===== src/rtl/ibex_pmp_chk_arb.sv =====
// Round-robin arbiter sharing one PMP check channel among NumReq requesters.
// Define IBEX_PMP_ARB_PIPE_EN to overlap the response handshake with the next arbitration.
module ibex_pmp_chk_arb #(
  parameter int unsigned NumReq = 3
) (
  input  logic                     clk_i,
  input  logic                     rst_i,
  input  logic [NumReq-1:0]        req_valid_i,
  output logic [NumReq-1:0]        req_ready_o,
  input  logic [NumReq-1:0][33:0]  req_addr_i,
  // pmp_req_e: EXEC 2'b00, WRITE 2'b01, READ 2'b10; priv_lvl_e: U 2'b00 .. M 2'b11
  input  logic [NumReq-1:0][1:0]   req_type_i,
  input  logic [NumReq-1:0][1:0]   req_priv_i,
  output logic [NumReq-1:0]        rsp_valid_o,
  input  logic [NumReq-1:0]        rsp_ready_i,
  output logic                     rsp_err_o,
  output logic                     rsp_enc_o,
  output logic [33:0]              pmp_addr_o,
  output logic [1:0]               pmp_type_o,
  output logic [1:0]               pmp_priv_o,
  input  logic                     pmp_err_i,
  input  logic                     pmp_enc_i,
  output logic [7:0]               fault_cnt_o
);

  localparam int unsigned IdW = (NumReq > 1) ? $clog2(NumReq) : 1;

  typedef enum logic [1:0] {StIdle, StCheck, StResp} state_e;

  state_e           r_state;
  logic [IdW-1:0]   r_rr_ptr;
  logic [IdW-1:0]   r_id;
  logic [33:0]      r_addr;
  logic [1:0]       r_type;
  logic [1:0]       r_priv;
  logic             r_err;
  logic             r_enc;
  logic [7:0]       r_fault_cnt;

  logic             w_win_valid;
  logic [IdW-1:0]   w_win_id;
  logic [IdW:0]     w_sum;
  logic [IdW:0]     w_ptr_sum;
  logic [IdW-1:0]   w_next_ptr;
  logic             w_rsp_done;
  logic             w_arb_en;
  logic             w_grant;

  // First valid requester at or after the round-robin pointer, wrapping.
  always_comb begin
    w_win_valid = 1'b0;
    w_win_id    = '0;
    w_sum       = '0;
    for (int unsigned i = 0; i < NumReq; i++) begin
      w_sum = {1'b0, r_rr_ptr} + (IdW+1)'(i);
      if (w_sum >= (IdW+1)'(NumReq)) begin
        w_sum = w_sum - (IdW+1)'(NumReq);
      end
      if (!w_win_valid && req_valid_i[w_sum[IdW-1:0]]) begin
        w_win_valid = 1'b1;
        w_win_id    = w_sum[IdW-1:0];
      end
    end
  end

  always_comb begin
    w_ptr_sum  = {1'b0, w_win_id} + (IdW+1)'(1);
    w_next_ptr = w_ptr_sum[IdW-1:0];
    if (w_ptr_sum >= (IdW+1)'(NumReq)) begin
      w_next_ptr = '0;
    end
  end

  assign w_rsp_done = (r_state == StResp) && rsp_ready_i[r_id];

`ifdef IBEX_PMP_ARB_PIPE_EN
  assign w_arb_en = !rst_i && ((r_state == StIdle) || w_rsp_done);
`else
  assign w_arb_en = !rst_i && (r_state == StIdle);
`endif

  assign w_grant = w_arb_en && w_win_valid;

  always_comb begin
    req_ready_o = '0;
    rsp_valid_o = '0;
    for (int unsigned i = 0; i < NumReq; i++) begin
      req_ready_o[i] = w_grant && (w_win_id == IdW'(i));
      rsp_valid_o[i] = (r_state == StResp) && (r_id == IdW'(i));
    end
  end

  always_ff @(posedge clk_i) begin
    if (rst_i) begin
      r_state     <= StIdle;
      r_rr_ptr    <= '0;
      r_id        <= '0;
      r_addr      <= '0;
      r_type      <= '0;
      r_priv      <= '0;
      r_err       <= 1'b0;
      r_enc       <= 1'b0;
      r_fault_cnt <= '0;
    end else begin
      unique case (r_state)
        StIdle: begin
          if (w_grant) r_state <= StCheck;
        end
        StCheck: begin
          r_err   <= pmp_err_i;
          r_enc   <= pmp_enc_i;
          r_state <= StResp;
          if (pmp_err_i && (r_fault_cnt != 8'hFF)) begin
            r_fault_cnt <= r_fault_cnt + 8'd1;
          end
        end
        StResp: begin
          if (w_rsp_done) r_state <= w_grant ? StCheck : StIdle;
        end
        default: r_state <= StIdle;
      endcase
      if (w_grant) begin
        r_id     <= w_win_id;
        r_addr   <= req_addr_i[w_win_id];
        r_type   <= req_type_i[w_win_id];
        r_priv   <= req_priv_i[w_win_id];
        r_rr_ptr <= w_next_ptr;
      end
    end
  end

  assign pmp_addr_o  = r_addr;
  assign pmp_type_o  = r_type;
  assign pmp_priv_o  = r_priv;
  assign rsp_err_o   = r_err;
  assign rsp_enc_o   = r_enc;
  assign fault_cnt_o = r_fault_cnt;

endmodule


===== config.mk =====
export PLATFORM = sky130hd
export DESIGN_NAME = ibex_pmp_chk_arb
export DESIGN_NICKNAME = d
export VERILOG_FILES = /design/src/rtl/ibex_pmp_chk_arb.sv
export SDC_FILE = /design/constraint.sdc
export NUM_CORES = 1
export LEC_CHECK = 0
export BUFFER_PORTS_ARGS = -buffer_cell sky130_fd_sc_hd__buf_2
export CAP_MARGIN = 20
export CORE_MARGIN = 1
export CORE_UTILIZATION = 45
export DETAILED_ROUTE_END_ITERATION = 10
export HOLD_SLACK_MARGIN = 0.05
export PLACE_DENSITY = 0.95
export SETUP_SLACK_MARGIN = 0.4
export SYNTH_ARGS = -nofsm -noshare
export SYNTH_HDL_FRONTEND = slang
export SYNTH_SLANG_ARGS = --single-unit

===== constraint.sdc =====
create_clock -name clk_i -period 4.7 [get_ports clk_i]
set_input_delay 0 -clock clk_i [delete_from_list [all_inputs] [get_ports clk_i]]
set_output_delay 0 -clock clk_i [all_outputs]
set_load 0.1 [all_outputs]

* Word-level counts from Yosys, hierarchy flattened
Cells that the tools add are included.
** Word-level totals
- Input bits :: 124
- Register bits after elaboration :: 54
- Logic and storage cells :: 82
- Output and inout port bits :: 54
** Operators by class
- Order comparisons :: 9
- Reductions and logical operators :: 20
- $add $sub $neg :: 7
- Muxes and demuxes :: 28
- Eq/ne operators :: 9
** Operators with widths (count)
- 34-bit binary-select mux with 2-bit select :: 1
- 34-bit 2-to-1 mux :: 1
- 2-bit 2-to-1 mux :: 11
- 2-bit by 3-bit less-than comparator with 1-bit output (second input constant) :: 5
- 1-bit logical AND :: 12
- 3-bit by 2-bit greater-or-equal comparator with 1-bit output (second input constant) :: 3
- 8-bit by 1-bit adder with 8-bit output (second input constant) :: 1
- 1-bit binary-select mux with 2-bit select :: 4
- 2-bit binary-select mux with 2-bit select :: 2
- 1-bit 2-to-1 mux :: 8
- 8-bit != test (second input constant) :: 1
- 2-bit by 1-bit adder with 3-bit output (second input constant) :: 2
- 2-bit by 1-bit == test with 1-bit output (second input constant) :: 3
- 2-bit == test (second input constant) :: 3
- 2-bit logical NOT :: 3
- 2-bit case mux with 3 select lines :: 1
- 2-bit subtractor (second input constant) :: 3
- 2-bit != test (second input constant) :: 2
- 2-bit AND reduction :: 2
- 2-bit by 2-bit adder with 3-bit output (second input constant) :: 1
- 1-bit logical NOT :: 3
- 2-bit greater-or-equal comparator (second input constant) :: 1

* Logic depth before layout (Yosys ltp)
Gate-level depths: netlist (run 1).
- Depth after elaboration :: 15
- Gate-level depth with buffers :: 11
- Gate-level depth less buffers :: 8

* Worst setup path after synthesis (run 1)
Ideal clock, no wire load.
- Kind :: reg2out
- Start point :: reg r_rr_ptr[0]
- End point :: out req_ready_o[1]
- Buffers on the path :: 2
- Path slack :: 1.580 ns
- Cell stages (with the launch flop) :: 10
- Arrival :: 3.120 ns
- Required time :: 4.700 ns
- Path through :: dfxtp_1 > inv_1 > ha_1 > buf_4 > mux2i_1 > or2_1 > and4_4 > mux2_4 > buf_6 > nor2_1
** On the way
- Cells in the longest elaborated chain, start to end :: 13
- Elaborated cells on any way between the ends :: 30
- Those cells by class :: 5 x add/sub; 3 x order compare; 1 x eq/ne; 15 x mux; 6 x reduce/logical
** Ends and longest elaborated chain
- start, declared :: RTL line 31 : logic [IdW-1:0] r_rr_ptr;
- start signal, assigned :: RTL line 127 : r_rr_ptr <= w_next_ptr;
- parallel branches: the longest is 12 deep, another holds 2-bit by 1-bit adder with 3-bit output
- 1-bit logical AND * :: RTL line 88 : req_ready_o[i] = w_grant && (w_win_id == IdW'(i));
- end, declared :: RTL line 9 : output logic [NumReq-1:0] req_ready_o,
Every way passes the cells marked *. The select of a mux whose other input is x is not followed.

* Worst setup path in the final report (run 1)
- Start point :: reg r_rr_ptr[0]
- End point :: reg r_addr[3] (netlist: pmp_addr_o[3])
** On the way
- Cells in the longest elaborated chain, start to end :: 13
- Elaborated cells on any way between the ends :: 30
- Those cells by class :: 5 x add/sub; 3 x order compare; 17 x mux; 5 x reduce/logical
** Ends and longest elaborated chain
- parallel branches: the longest is 13 deep, another holds 2-bit by 1-bit adder with 3-bit output
- end signal, assigned :: RTL line 124 : r_addr <= req_addr_i[w_win_id];
- end, declared :: RTL line 33 : logic [33:0] r_addr;
Several ways; the timed one is not identified. The select of a mux whose other input is x is not followed.
A chain may end at the register's enable or synchronous reset.

==> results of run 1 <==
sequential cells by signal, summed over array words and instances (netlist names):
register     flops
rsp_enc_o        1
pmp_addr_o      34
pmp_type_o       2
rsp_err_o        1
r_id             2
r_rr_ptr         2
r_state          2
fault_cnt_o      8
pmp_priv_o       2
synthesized netlist by cell type (all sizes together) (4+ instances only):
cell	count	area [um2]
nor2	14	52.6
o21ai	43	219
inv	7	26.3
ha	5	62.6
buf	11	90.1
a22oi	38	285
nand2	5	18.8
xor2	4	35.0
mux2i	45	450
a21oi	6	30.0
clkbuf	10	37.5
dfxtp	54	1080
path summary, 6_finish.rpt:
| check | end | cells after the start | slack (ns) |
|---|---|---|---|
| max reg2reg | pmp_addr_o[3] | 10 | 1.14 |
| max | pmp_addr_o[3] | 10 | 1.14 |
| min | r_state[1] | 4 | 0.14 |
| min reg2reg | rsp_err_o | 2 | 0.46 |
layout make-up:
cell class	count	area [um2]	share of cell area, %
Timing Repair Buffer	261	1720	38.4
Multi-Input combinational cell	197	1450	32.4
Sequential cell	54	1080	24.1
Tap cell	72	90.1	2.01
Clock buffer	6	82.6	1.84
Clock inverter	1	30.0	0.670
Inverter	7	26.3	0.587
layout by cell type, fill, tap and decap left out, types with 2 or more instances in the layout:
| cell | count |
|---|---|
| a21oi_1 | 6 |
| a22oi_1 | 38 |
| a2bb2oi_1 | 2 |
| buf_2 | 177 |
| buf_4 | 3 |
| clkbuf_8 | 6 |
| dfxtp_1 | 54 |
| dlygate4sd3_1 | 81 |
| ha_1 | 5 |
| inv_1 | 7 |
| mux2i_1 | 45 |
| nand2_1 | 5 |
| nand2b_1 | 2 |
| nand3b_1 | 3 |
| nand4_1 | 3 |
| nor2_1 | 13 |
| nor2b_1 | 3 |
| nor3_1 | 2 |
| o21ai_0 | 4 |
| o21ai_1 | 38 |
| o22ai_1 | 2 |
| or2_1 | 3 |
| or3_1 | 3 |
| xor2_1 | 4 |
metal layers:
metal	GRT usage, %	wire [um]	up-vias
met5	0	0	-
met4	15.1	332	0
met3	6.44	648	34
met2	60.2	5390	204
met1	33.9	3680	1589
li1	-	-	1525
metrics by stage:
stage                     cells  instance area (um2)  setup WS (ns)  power [mW]  utilization, %
after floorplan             279                 2680           1.58        1.88               -
after global placement      510                 3560           1.89        2.08            63.4
after detailed placement    510                 3560           1.75        2.11            63.4
after CTS                   598                 4480           1.27        2.59            79.9
after global routing        598                 4480          0.900        2.73            79.9
final                       598                 4480           1.14        2.63            79.9
power by group through the flow:
stage | Combinational, mW | Sequential, mW | Clock, mW
floorplan | 0.417 | 1.46 | 0
global placement | 1.43 | 0.656 | 0
detailed placement | 1.45 | 0.657 | 0
CTS | 1.62 | 0.651 | 0.320
global route | 1.72 | 0.666 | 0.346
finish | 1.66 | 0.656 | 0.316
critical path: cells and delay by family, from the launching register on:
kind	cells	cell delay, ns
AO/OA/AOI/OAI	3	0.47
adder cells (fa/ha/maj)	1	0.43
buffers and inverters	3	1.06
flip-flops	1	0.41
multiplexers	1	0.25
AND/OR/NAND/NOR	2	0.87
kinds of logic after synthesis:
family	share of synthesized area (%)
adders and majority gates	2.34
and+or+nand+nor	8.28
AOI/OAI and AO/OA	24.2
DFF	40.4
xor gates and xnor gates	1.64
buffers and inverters	5.75
muxes	17.4
==> metrics.txt, run 1 <==
largest net degree at the start of global routing 41; Clock Tree Buf Depth 2; number of synthesized flops with an enable pin 0; syn_area_per_cell 9.59 um2; slowest stage delay, CP 0.70 ns; share of layout cells above drive strength 1 36.9%; worst r2r src r_rr_ptr[0]; number of DRC markers in iteration 0 203; first-pass GRT wire length 15.6 mm; Die H 79.1 um; CP Launch Type flop; die width 79.1 um; Hold Worst Slack 0.139 ns; setup bufs post-CTS 0; CTS tree built; CP endpoint kind flop; Mapped Area 2680 um2; Clock Root Buffer clkbuf_8; I/O pins 178; crit-path cells inv_1, ha_1, mux2i_1, or2_1, a41oi_2, nor2_2, buf_4, a22oi_1, o21ai_1, dlygate4sd3_1; setup TNS 0 ns; Fill cells 372; FF+latch count, synth 54; Worst Tran Pin Value 0.848 ns; Fmax 281 MHz; n_diodes 0; sequential share of the synthesized area 40.4%; ys flop type dfxtp_1; Final Hold Fails 0; Inserted Clock Buffers 5; Required @ worst endpoint 4.94 ns; port bufs 177; H-tree depth 2; Via density 5.61; Final #Nets 655; number of global-route vias before repair 3,463; Synthesis Warnings 0; Cell variety after synth 39; core area 5610 um2; DRC errors left 0; Crit-path slowest cell nor2_2; sequential group share of total power 25.0%; crit share post-route 75.8%; initial antenna violation count 0; worst hold path class primary input to flop; gr ovfl total 0; crit path kind flop to flop; clock latency on the worst-skew pair 0.30 ns; endpoints failing setup 0; Worst EP arrival 3.81 ns; Cell Pwr Density 587 nW/um2; HPWL Detailed 5.80 mm; hold wc startpoint rsp_ready_i[0]; Hold-fix buffers, CTS 81; CP Launch Point r_rr_ptr[0]; maxcap violations 0; max-slew violations 0; P_int 1.20 mW; Psw 1.43 mW; CTS sink count 54; Setup Skew 0.0127 ns; Gate power share 63.0%; Leakage 2.32 nW; gr usage total 32.1%; run status finished clean; Clk pwr share 12.0%; maximum VDD drop 0.000461 V; syn nets 408; Synth Instances 279; Switching Share 54.4%; die area 6260 um2; Pre-Repair DR Iteration Count 6; routed wire length 10.1 mm; clock-pin slew on the worst setup and hold paths 0.10 ns; Cell Rows 27; Area Overhead vs Synth 67.4%; final worst path period need 3.56 ns; Final ANT Viol Nets 0; RSZ-0062 raised after global routing false; Initial Util 47.7%; routability cong. 0.856; crit path max fanout 20; via count 3,352; CTS resizes 0; average wire per cell in the routed design 16.8 um; Rel. slew slack 43.4%; Async SR Flop Fraction 0%
Power figures use the tool's default switching activity.
==> run 2, diff against run 1 <==
--- a/config.mk
+++ b/config.mk
@@ -8,10 +8,10 @@
 export BUFFER_PORTS_ARGS = -buffer_cell sky130_fd_sc_hd__buf_2
 export CAP_MARGIN = 20
 export CORE_MARGIN = 1
-export CORE_UTILIZATION = 45
+export CORE_UTILIZATION = 38
 export DETAILED_ROUTE_END_ITERATION = 10
 export HOLD_SLACK_MARGIN = 0.05
-export PLACE_DENSITY = 0.95
+export PLACE_DENSITY = 0.88
 export SETUP_SLACK_MARGIN = 0.4
 export SYNTH_ARGS = -nofsm -noshare
 export SYNTH_HDL_FRONTEND = slang
==> constraint.sdc (replaced) <==
create_clock -name clk_i -period 3.1 [get_ports clk_i]
set_input_delay 0 -clock clk_i [delete_from_list [all_inputs] [get_ports clk_i]]
set_output_delay 0 -clock clk_i [all_outputs]
set_load 0.1 [all_outputs]
==> metrics.txt, run 2 <==
run status did not finish (was finished clean); Exit stage 4_1_cts; Halt Reason [ERROR RSZ-0060] Max buffer count reached.; Post-synth top cells 54 x dfxtp_1, 45 x mux2i_1, 38 x a22oi_1, 38 x o21ai_1, 14 x nor2_1 (unchanged); Async SR Flop Fraction 0% (unchanged); Hold-fix buffers, CTS 110 (was 81); die width 85.9 um (was 79.1 um); routability cong. 0.912 (was 0.856); port bufs 177 (unchanged); Inserted Clock Buffers 5 (unchanged); Synth top area share 40.4% (unchanged); Synth Instances 279 (unchanged); syn nets 408 (unchanged); number of synthesized flops with an enable pin 0 (unchanged); top cells by area, synth dfxtp_1 40%, mux2i_1 17%, a22oi_1 11% (unchanged); Clock Tree Buf Depth 2 (unchanged); setup bufs post-CTS 0 (unchanged); syn_area_per_cell 9.59 um2 (unchanged); I/O pins 178 (unchanged); FF+latch count, synth 54 (unchanged); Mapped Area 2680 um2 (unchanged); biggest area consumer among synthesized cells dfxtp_1 (unchanged); Clock Root Buffer clkbuf_8 (unchanged); Cell Rows 30 (was 27); Die H 85.9 um (was 79.1 um); Initial Util 39.4% (was 47.7%); Cell variety after synth 39 (unchanged); sequential share of the synthesized area 40.4% (unchanged); HPWL Detailed 5.72 mm (was 5.80 mm); ys flop type dfxtp_1 (unchanged); CTS resizes 5 (was 0); count leader, synth dfxtp_1 (unchanged); H-tree depth 2 (unchanged); CTS sink count 54 (unchanged); Synthesis Warnings 0 (unchanged)
run 2: cell counts after synthesis:
Identical to the previous run, type by type.
run 2: kinds of logic after synthesis:
group,Yosys count,synth area share (%)
AOI/OAI and AO/OA,99,24.2
muxes,46,17.4
xor gates and xnor gates,5,1.64
adders and majority gates,5,2.34
buffers and inverters,28,5.75
DFF,54,40.4
and+or+nand+nor,42,8.28
run 2: metrics by stage:
step | cells | area [um2] | setup slack (ns)
after floorplan | 279 | 2680 | 0.405
after global placement | 536 | 3610 | 0.512
after detailed placement | 536 | 3610 | 0.382
==> run 3, diff against run 2 <==
--- a/config.mk
+++ b/config.mk
@@ -8,11 +8,9 @@
 export BUFFER_PORTS_ARGS = -buffer_cell sky130_fd_sc_hd__buf_2
 export CAP_MARGIN = 20
 export CORE_MARGIN = 1
-export CORE_UTILIZATION = 38
+export CORE_UTILIZATION = 40
 export DETAILED_ROUTE_END_ITERATION = 10
-export HOLD_SLACK_MARGIN = 0.05
-export PLACE_DENSITY = 0.88
-export SETUP_SLACK_MARGIN = 0.4
+export PLACE_DENSITY_LB_ADDON = 0.15
 export SYNTH_ARGS = -nofsm -noshare
 export SYNTH_HDL_FRONTEND = slang
 export SYNTH_SLANG_ARGS = --single-unit
==> constraint.sdc (replaced) <==
create_clock -name clk_i -period 4 [get_ports clk_i]
set_input_delay 0 -clock clk_i [delete_from_list [all_inputs] [get_ports clk_i]]
set_output_delay 0 -clock clk_i [all_outputs]
set_load 0.1 [all_outputs]
==> metrics.txt, run 3 (synthesis gave the netlist of run 1 again) <==
n_diodes 0; endpoints failing setup 0; Met1 Wirelength 3.54 mm; cell area after layout 4490 um2; CTS tree built; Routed met3 length 458 um; Initial Util 41.9% (was 39.4%); top routing layer used met4; core area 6390 um2; number of global-route vias before repair 3,042; Die H 83.8 um (was 85.9 um); share of layout cells above drive strength 1 37.3%; gr ovfl total 0; Worst Tran Pin Value 1.03 ns; maxcap violations 0; largest net degree at the start of global routing 41; Design Power 3.13 mW; run status finished clean (was did not finish); Multi-input gate area 1450 um2; routed wire length 8.59 mm; DRC errors left 0; max reg flops 34; clock latency on the worst-skew pair 0.31 ns; min setup slack post-route 0.667 ns; clock-pin slew on the worst setup and hold paths 0.10 ns; Leakage 2.33 nW; routability cong. 0.752 (was 0.912); Final Hold Fails 0; Setup Skew 0.00526 ns; WHS Endpoint r_state[1]; worst r2r src r_rr_ptr[0]; CP endpoint kind flop; Hold Worst Slack 0.0115 ns; sequential cell area 1080 um2; Clock Tree Buf Depth 2 (unchanged); die area 7020 um2; Required @ worst endpoint 4.20 ns; average wire per cell in the routed design 14.3 um; CTS resizes 0 (was 5); most frequent cells in the layout 177 x buf_2, 78 x dlygate4sd3_1, 54 x dfxtp_1; Clock Root Buffer clkbuf_8 (unchanged); Fill cells 516; worst hold path class primary input to flop; hold wc startpoint rsp_ready_i[1]; die width 83.8 um (was 85.9 um); initial antenna violation count 0; Via density 5.16; HPWL Detailed 5.47 mm (was 5.72 mm); most common cell after layout, fill and taps aside buf_2; number of DRC markers in iteration 0 125; Final ANT Viol Nets 0; Reg2Reg Setup Slack 0.67 ns; Pre-Repair DR Iteration Count 4; maximum VDD drop 0.000585 V; max-slew violations 0; Worst R2R End pmp_addr_o[3]; final worst path period need 3.33 ns; Inserted Clock Buffers 5 (unchanged); Area Overhead vs Synth 68.0%; WL met2 4.39 mm; WHS Path Cells 4; Final #Nets 653; first-pass GRT wire length 13.6 mm; Worst EP arrival 3.53 ns; port bufs 177 (unchanged); RSZ-0062 raised after global routing false; CP Launch Type flop; crit path max fanout 29; H-tree depth 2 (unchanged); Cell Pwr Density 696 nW/um2; Rel. slew slack 31.2%; reg2reg path depth 9; Cell Rows 29 (was 30); crit share post-route 83.3%; crit path kind flop to flop; pre-CTS setup slack 1.24 ns (was 0.382 ns); Fmax 300 MHz; gr usage total 23.7%; via count 3,109; setup TNS 0 ns; CTS sink count 54 (unchanged); Area after DPL 3570 um2 (was 3610 um2); I/O pins 178 (unchanged)
[run 3: how the worst max path moves through the flow]
stage	slack [ns]	cells past startpoint	from	end
2_1_floorplan	0.88	9	r_rr_ptr[0]	req_ready_o[1]
3_3_place_gp	1.32	8	r_rr_ptr[0]	pmp_addr_o[8]
3_5_place_dp	1.24	8	r_rr_ptr[0]	pmp_addr_o[33]
4_1_cts	0.68	9	r_rr_ptr[0]	pmp_addr_o[33]
5_1_grt	0.36	9	r_rr_ptr[0]	pmp_addr_o[18]
6_report	0.67	9	r_rr_ptr[0]	pmp_addr_o[3]
[run 3: report_power, final]
part	switching, mW	total [mW]	internal, mW
clock network	0.183	0.450	0.267
logic	1.39	1.92	0.523
registers	0.0801	0.762	0.682
[run 3: what timing repair did]
item                       CTS  global route
hold endpoints to repair    40             0
setup endpoints to repair    0             0
buffers inserted             0             0
hold buffers                78             0
[run 3: cell type report]
cell class / count / area share (%)
Clock buffer: 6 / 1.84
Clock inverter: 2 / 1.34
Inverter: 7 / 0.585
Multi-Input combinational cell: 197 / 32.3
Sequential cell: 54 / 24.1
Tap cell: 77 / 2.14
Timing Repair Buffer: 259 / 37.8
[run 3: per-layer routing]
layer  GRT usage, %  vias to the layer above
met5              0                        -
met2           44.1                      115
met4           9.09                        0
met1           26.3                     1453
li1               -                     1521
met3           4.65                       20
[run 3: worst max-delay path: stages, from the launching register on]
cell	delay, ns
dfxtp_1	0.39
inv_1	0.08
ha_1	0.42
mux2i_1	0.25
o22ai_1	0.11
a21oi_1	0.14
or2_1	0.80
buf_4	0.36
o21ai_1	0.10
dlygate4sd3_1	0.57
[run 3: per-stage QoR]
stage / utilization (%) / instances
after floorplan: - / 279
after global placement: 55.9 / 516
after detailed placement: 55.9 / 516
after CTS: 70.4 / 602
after global routing: 70.4 / 602
final: 70.4 / 602
